### src/rtl/adc_pkg.sv
// Shared types and default constants for the serial ADC capture front end.
package adc_pkg;

  typedef enum logic {QUIET, CONVERT} state_t;

  localparam int DEF_WIDTH         = 12;
  localparam int DEF_FRAME_BITS    = 16;
  localparam int DEF_LEAD_BITS     = 4;
  localparam int DEF_CLK_DIV       = 2;
  localparam int DEF_QUIET_PERIODS = 4;

  function automatic int period_of(input int clk_div);
    return 2 * clk_div;
  endfunction

  localparam int DEF_PERIOD = period_of(DEF_CLK_DIV);

  // Counter width that never collapses to zero bits for tiny ranges.
  function automatic int cnt_width(input int n);
    return (n > 1) ? $clog2(n) : 1;
  endfunction

endpackage

### src/rtl/adc_sclk_gen.sv
// Serial clock generator: low half first, then high half, with sample and
// end-of-period ticks. Holds adc_clk high while disabled.
module adc_sclk_gen
  import adc_pkg::*;
#(
  parameter int CLK_DIV = DEF_CLK_DIV
) (
  input  logic clk,
  input  logic reset,
  input  logic enable,
  output logic adc_clk,
  output logic rise_tick,
  output logic period_tick
);

  localparam int CW = cnt_width(CLK_DIV);
  localparam logic [CW-1:0] HALF_LAST = CW'(CLK_DIV - 1);

  logic [CW-1:0] cnt;
  logic          active;
  logic          half_end;

  always_comb begin
    half_end    = active && (cnt == HALF_LAST);
    rise_tick   = half_end && !adc_clk;
    period_tick = half_end && adc_clk;
  end

  // enable is a lookahead (next cycle is in a frame), so the first frame
  // cycle already shows adc_clk low.
  always_ff @(posedge clk or posedge reset) begin
    if (reset) begin
      cnt     <= '0;
      active  <= 1'b0;
      adc_clk <= 1'b1;
    end else if (!enable) begin
      cnt     <= '0;
      active  <= 1'b0;
      adc_clk <= 1'b1;
    end else if (!active || period_tick) begin
      cnt     <= '0;
      active  <= 1'b1;
      adc_clk <= 1'b0;
    end else if (half_end) begin
      cnt     <= '0;
      adc_clk <= 1'b1;
    end else begin
      cnt <= cnt + 1'b1;
    end
  end

endmodule

### src/rtl/adc_serial_capture.sv
// Serial ADC front end: frames chip select, shifts in one sample per
// conversion and strobes ready when the parallel sample is updated.
module adc_serial_capture
  import adc_pkg::*;
#(
  parameter int WIDTH         = DEF_WIDTH,
  parameter int FRAME_BITS    = DEF_FRAME_BITS,
  parameter int LEAD_BITS     = DEF_LEAD_BITS,
  parameter int CLK_DIV       = DEF_CLK_DIV,
  parameter int QUIET_PERIODS = DEF_QUIET_PERIODS
) (
  input  logic             clk,
  input  logic             reset,
  input  logic             adc_sd,
  output logic             adc_clk,
  output logic             adc_cs,
  output logic [WIDTH-1:0] data,
  output logic             ready
);

  localparam int PERIOD       = period_of(CLK_DIV);
  localparam int QUIET_CYCLES = QUIET_PERIODS * PERIOD;
  localparam int QW           = cnt_width(QUIET_CYCLES);
  localparam int BW           = cnt_width(FRAME_BITS);

  localparam logic [QW-1:0] QUIET_LAST  = QW'(QUIET_CYCLES - 1);
  localparam logic [BW-1:0] BIT_LAST    = BW'(FRAME_BITS - 1);
  localparam logic [BW-1:0] SHIFT_FIRST = BW'(LEAD_BITS);
  localparam logic [BW-1:0] SHIFT_LAST  = BW'(LEAD_BITS + WIDTH - 1);

  if ((LEAD_BITS + WIDTH > FRAME_BITS) || (CLK_DIV < 1) || (WIDTH < 2) ||
      (QUIET_PERIODS < 1)) begin : g_param_check
    $error("adc_serial_capture: illegal parameter combination");
  end

  state_t           state;
  logic [QW-1:0]    quiet_cnt;
  logic [BW-1:0]    bit_cnt;
  logic [WIDTH-1:0] shreg;

  logic sclk_en;
  logic rise_tick;
  logic period_tick;
  logic quiet_done;
  logic frame_done;
  logic in_window;

  always_comb begin
    quiet_done = (state == QUIET) && (quiet_cnt == QUIET_LAST);
    frame_done = (state == CONVERT) && period_tick && (bit_cnt == BIT_LAST);
    sclk_en    = quiet_done || ((state == CONVERT) && !frame_done);
    in_window  = (bit_cnt >= SHIFT_FIRST) && (bit_cnt <= SHIFT_LAST);
  end

  adc_sclk_gen #(
    .CLK_DIV(CLK_DIV)
  ) u_sclk (
    .clk        (clk),
    .reset      (reset),
    .enable     (sclk_en),
    .adc_clk    (adc_clk),
    .rise_tick  (rise_tick),
    .period_tick(period_tick)
  );

  always_ff @(posedge clk or posedge reset) begin
    if (reset) begin
      state     <= QUIET;
      quiet_cnt <= '0;
      bit_cnt   <= '0;
      shreg     <= '0;
      data      <= '0;
      ready     <= 1'b0;
      adc_cs    <= 1'b1;
    end else begin
      ready <= 1'b0;
      case (state)
        QUIET: begin
          if (quiet_done) begin
            state     <= CONVERT;
            quiet_cnt <= '0;
            bit_cnt   <= '0;
            shreg     <= '0;
            adc_cs    <= 1'b0;
          end else begin
            quiet_cnt <= quiet_cnt + 1'b1;
          end
        end
        CONVERT: begin
          if (rise_tick && in_window) begin
            shreg <= {shreg[WIDTH-2:0], adc_sd};
          end
          if (period_tick) begin
            if (bit_cnt == BIT_LAST) begin
              state  <= QUIET;
              adc_cs <= 1'b1;
              ready  <= 1'b1;
              data   <= shreg;
            end else begin
              bit_cnt <= bit_cnt + 1'b1;
            end
          end
        end
        default: state <= QUIET;
      endcase
    end
  end

endmodule

### config.mk
export PLATFORM = sky130hd
export DESIGN_NAME = adc_serial_capture
export DESIGN_NICKNAME = d
export VERILOG_FILES = /design/src/rtl/adc_pkg.sv /design/src/rtl/adc_sclk_gen.sv /design/src/rtl/adc_serial_capture.sv
export SDC_FILE = /design/constraint.sdc
export NUM_CORES = 1
export LEC_CHECK = 0
export ABC_AREA = 1
export CAP_MARGIN = 5
export CELL_PAD_IN_SITES_DETAIL_PLACEMENT = 1
export CELL_PAD_IN_SITES_GLOBAL_PLACEMENT = 1
export CORE_ASPECT_RATIO = 1.2
export CORE_UTILIZATION = 45
export CTS_CLUSTER_SIZE = 25
export DETAILED_ROUTE_END_ITERATION = 10
export GPL_TIMING_DRIVEN = 0
export PLACE_DENSITY_LB_ADDON = 0.1
export SLEW_MARGIN = 10
export SYNTH_ARGS = -nofsm -noshare
export SYNTH_HDL_FRONTEND = slang
export SYNTH_SLANG_ARGS = --single-unit
### constraint.sdc
create_clock -name clk -period 3.4 [get_ports clk]
set_clock_uncertainty 0.15 [all_clocks]
set_input_delay 0.51 -clock clk [delete_from_list [all_inputs] [get_ports clk]]
set_output_delay 0.51 -clock clk [all_outputs]
set_load 0.05 [all_outputs]
### After elaboration in Yosys (flattened, before gate mapping)

Cells that the tools add are included.

| operators by class | value |
|---|---|
| divide/modulo/power cells | 0 |
| bitwise gates (word level) | 1 |
| reductions and logical operators | 18 |
| add/sub/neg operators | 3 |
| $mul | 0 |
| multiplexer cells | 27 |
| shift-type cells | 0 |
| equality and inequality tests | 9 |
| order comparisons | 2 |

Operator list:

| operator | count |
|---|---|
| 12-bit two-way mux | 2 |
| 12-bit case mux with 2 select lines | 1 |
| 1-bit two-way mux | 17 |
| 4-bit two-way mux | 4 |
| 1-bit logical AND | 9 |
| 3-bit AND reduction | 3 |
| 4-bit by 1-bit adder with 4-bit output, second input constant | 2 |
| 4-bit == test, second input constant | 2 |
| 4-bit case mux with 2 select lines | 1 |
| 2-bit by 1-bit inequality test with 1-bit output, second input constant | 3 |
| 2-bit inequality test, second input constant | 3 |
| 4-bit by 3-bit >= comparator with 1-bit output, second input constant | 1 |
| 4-bit less-or-equal comparator, second input constant | 1 |
| 1-bit case mux with 2 select lines | 2 |
| 1-bit zero test | 3 |
| 3-bit inequality test, second input constant | 1 |
| 1-bit logical OR | 2 |
| 2-bit AND reduction | 1 |
| 1-bit adder, second input constant | 1 |
| 1-bit inverter | 1 |

| word-level totals | value |
|---|---|
| bits in registers | 38 |
| bits in writable memories | 0 |
| bits in latches | 0 |
| input bits | 3 |
| bits in read-only memories | 0 |
| memories kept | 0 |

### Logic depth before layout (Yosys ltp)

| logic depth | value |
|---|---|
| depth after elaboration | 8 |
| depth in mapped cells | 8 |
| mapped depth without buffers | 8 |

### Hierarchy

From an unflattened synthesis, not the netlist that was laid out.

| unflattened totals | value |
|---|---|
| cells, all modules | 193 |
| area, all modules | 1652.8 µm² |

By module, submodules not included:

| module | times used | area each (µm²) | seq. area each (µm²) | cells an instance |
|---|---|---|---|---|
| adc_serial_capture | 1 | 1527.7 | 877.1 | 178 |
| adc_sclk_gen | 1 | 125.1 | 76.3 | 15 |

### Worst setup path before layout

OpenSTA, ideal clock, no wires.

| timing path | value |
|---|---|
| path type | register to register |
| from | register u_sclk.adc_clk |
| to | register data[0] |
| setup time | 122 ps |
| slack | 1852 ps |
| arrival | 1275 ps |
| stages on the path, launching flop included | 7 |
| clock period less this slack | 1548 ps |
| buffers on the path | 1 |
| cells stage by stage | dfstp_2 inv_2 nor2_2 nand3_2 buf_6 nand2_1 o21ai_1 |

| on the way | value |
|---|---|
| longest elaborated chain between the ends | 2 |

RTL lines:

| item | RTL line | text |
|---|---|---|
| start: declaration | adc_sclk_gen.sv:11 | `output logic adc_clk,` |
| start signal: assignment | adc_sclk_gen.sv:35 | `adc_clk <= 1'b1;` |
| start signal: assignment | adc_sclk_gen.sv:39 | `adc_clk <= 1'b1;` |
| start signal: assignment | adc_sclk_gen.sv:43 | `adc_clk <= 1'b0;` |
| 1-bit logical AND | adc_sclk_gen.sv:26 | `period_tick = half_end && adc_clk;` |
| 3-bit AND reduction (no line) | n/a |  |
| end signal: assignment | adc_serial_capture.sv:98 | `data <= shreg;` |
| end: declaration | adc_serial_capture.sv:17 | `output logic [WIDTH-1:0] data,` |

No other way between the ends.
A chain may end at the register's enable or synchronous reset.

### Worst setup path after layout

| timing path | value |
|---|---|
| from | register u_sclk.adc_clk |
| to | output adc_clk |

RTL lines:

| item | RTL line | text |
|---|---|---|
| end: declaration | adc_serial_capture.sv:15 | `output logic adc_clk,` |

No word-level cell between the ends.

==> impl_metrics.csv <==
group,metric,value,unit
final_layout,fin_util,0.549,
sta,rsz0062_at_grt,"false",
synthesis,synthTopCellsByArea,"dfrtp_1 (49%), nand2_1 (13%), inv_1 (5.9%)",
clock_network,cts_tree,"built",
hold_path,min_to,"data[5]",
sta,setup-violations-final,0,
final_layout,ff_latch_area,953,um^2
synthesis,syn-num-nets,210,
clock_network,clockRootBuffer,"clkbuf_8",
placed_design,place_congestion,0.776,
job,drv_cap,0,
synthesis,ys_warn_count,0,
placed_design,dp_hpwl,2.73,mm
route,dr_wl_met2,1.99,mm
synthesis,seq_area_frac_synth,0.517,
critical_path,start_kind,"flop",
critical_path,crit_arrival,1.70,ns
sta,hold_ws,0.336,ns
critical_path,cp_slowest_cell,"clkdlybuf4s50_1",
route,ant_nets,0,
power_and_ir_drop,ir_worst_vdd,0.227,mV
floorplan,die_x,60.5,um
power_and_ir_drop,p_total,0.771,mW
clock_network,post_cts_resized,0,
critical_path,path_buf_inv,1,
clock_network,insertion_delay,0.28,ns
hold_path,hold_path.class,"reg2reg",
critical_path,r2r_start,"quiet_cnt[0]",
final_layout,nFillCells,484,
sta,relSlewSlack,0.480,
floorplan,placementRows,25,
sta,clock.fmax,0.424,GHz
route,dr_wl_met3,83,um
critical_path,critical_path_class,"reg2out",
clock_network,cts_setup_buffers,0,
critical_path,cp_slowest_stage_delay,0.82,ns
sta,drv_slew,0,
power_and_ir_drop,power_density,356,mW/mm^2
global_route,antenna_found_initial,0,
final_layout,nets,234,
placed_design,dp.cells,276,
global_route,track_usage,0.206,
critical_path,rrSetupSlack,1.83,ns
critical_path,cp_max_fo,5,
clock_network,cts_buffer_depth,2,
synthesis,synth_cell_types,26,
route,vias,1380,
final_layout,area_growth,17.2,%
floorplan,die_y,72.2,um
synthesis,syn-cell-area,0.00185,mm^2
clock_network,cts_sinks,38,
floorplan,start_util,0.468,
run_status,status,"finished, final reports clean",
final_layout,multi_input_area,702,um^2
sta,finalCriticalPeriod,2.36,ns
hold_path,whs_path_depth,2,
final_layout,antenna_cells,0,
hold_path,hp-start,"data[5]",
clock_network,cts.hold.buffers_added,0,
global_route,grt_pass1_vias,1403,
route,drtIter0Drc,66,
route,wl_per_cell,13.3,um
clock_network,cts_buffers,5,
critical_path,reg2regPathDepth,5,
critical_path,endpoint_kind,"output pin",
global_route,globalRouteOverflowTotal,0,
power_and_ir_drop,cellLeakagePower,1.16,nW
sta,fin_setup_tns,0,ns
route,drt-vias-per-instance,4.86,
floorplan,fp.coreArea,0.00394,mm^2
placed_design,portBuffers,17,
synthesis,netlist_instances,205,
synthesis,syn_avg_cell_area,9.00,um^2
route,remaining_drc_errors,0,
sta,period_share,0.693,
global_route,grt_pass1_wl,6.64,mm
critical_path,cp.required,2.74,ns
synthesis,yosys.area.top_type,"dfrtp_1",
critical_path,path_delay_family,"buffers and inverters",
clock_network,clk_pin_slew,0.07,ns
final_layout,fin_cells,284,
route,firstDrtPassIters,4,
sta,worstMarginPinSlew,0.779,ns
global_route,grt_max_degree,39,
floorplan,ioPinCount,18,
route,met1_length,1.67,mm
sta,hold_viol,0,
synthesis,synth_top_area_share,0.488,
critical_path,startpoint,"u_sclk.adc_clk",
critical_path,worstPathCellList,"clkdlybuf4s50_1",
route,top_layer,"met4",
floorplan,dieArea,0.00436,mm^2
clock_network,cts_max_level,2,
synthesis,synth_seq_cells,38,
route,wirelength,3.79,mm
critical_path,worstReg2RegEnd,"shreg[8]",
final_layout,drive_gt1_frac,0.187,
[power breakdown]
part	switching [mW]	total (mW)	internal, mW
Combinational	0.0135	0.0194	0.00587
Clock	0.150	0.296	0.146
Sequential	0.00166	0.456	0.454
[worst max-delay path by stage]
stage                         end  slack [ns]  depth (start not counted)
finish                    adc_clk        1.04                          1
global route              adc_clk        0.99                          1
CTS                       adc_clk        1.02                          1
detailed placement        adc_clk        1.34                          1
global placement    u_sclk.active        1.04                          2
floorplan                 data[0]        1.85                          6
[cells in the mapped netlist (all sizes together)]
cell	count
ha	2
nor3	1
a21o	1
a21oi	1
nor2	12
buf	5
nand2	79
nand4	4
o21ai	15
dfstp	2
dfrtp	36
nand3	14
inv	33
[cell families after synthesis]
| family | Yosys count | share of synthesized area |
|---|---|---|
| buffers and inverters | 38 | 0.103 |
| adder cells (fa/ha/maj) | 2 | 0.0136 |
| AO/OA/AOI/OAI | 17 | 0.0576 |
| flip-flops | 38 | 0.517 |
| AND/OR/NAND/NOR | 110 | 0.309 |
[placed cells by master, fill, tap and decap left out]
master,n
inv_2,4
inv_1,28
ha_1,2
a21o_1,1
nand2_1,65
nand2_8,1
nor2_2,2
clkbuf_1,3
buf_6,3
a21oi_1,1
nor2_4,2
o21ai_0,3
nand3_1,12
nand2_4,7
nand4_1,3
o21ai_1,7
buf_2,1
nand4_4,1
dfrtp_1,36
clkdlybuf4s50_1,17
inv_8,1
nand2_2,6
dfstp_2,2
clkbuf_8,5
nor3_1,1
buf_12,1
o21ai_2,5
nand3_2,2
nor2_1,8
[metrics by stage]
stage	worst slack (ns)	instance area, um^2
finish	1.04	2160
global route	0.995	2160
CTS	1.02	2160
detailed placement	1.34	2080
global placement	1.04	2080
floorplan	1.85	1850
[metal layers]
layer,global-route usage,vias up
met5,0,-
met4,0.0657,0
met3,0.0481,6
met2,0.338,16
met1,0.265,681
li1,-,677
[state kept, by name (all words and copies together) (netlist names)]
name	flops
adc_cs	1
bit_cnt	4
data	12
quiet_cnt	4
ready	1
shreg	12
state	1
u_sclk.active	1
u_sclk.adc_clk	1
u_sclk.cnt	1
[cell type report]
class / instances / share of cell area
flip-flops and latches: 38 / 0.441
multi-input cells: 129 / 0.324
repair buffers: 17 / 0.0787
well taps: 54 / 0.0312
clock buffers: 8 / 0.0370
plain buffers: 5 / 0.0272
inverters: 33 / 0.0607
No activity file was read; power rests on OpenSTA's default activity.
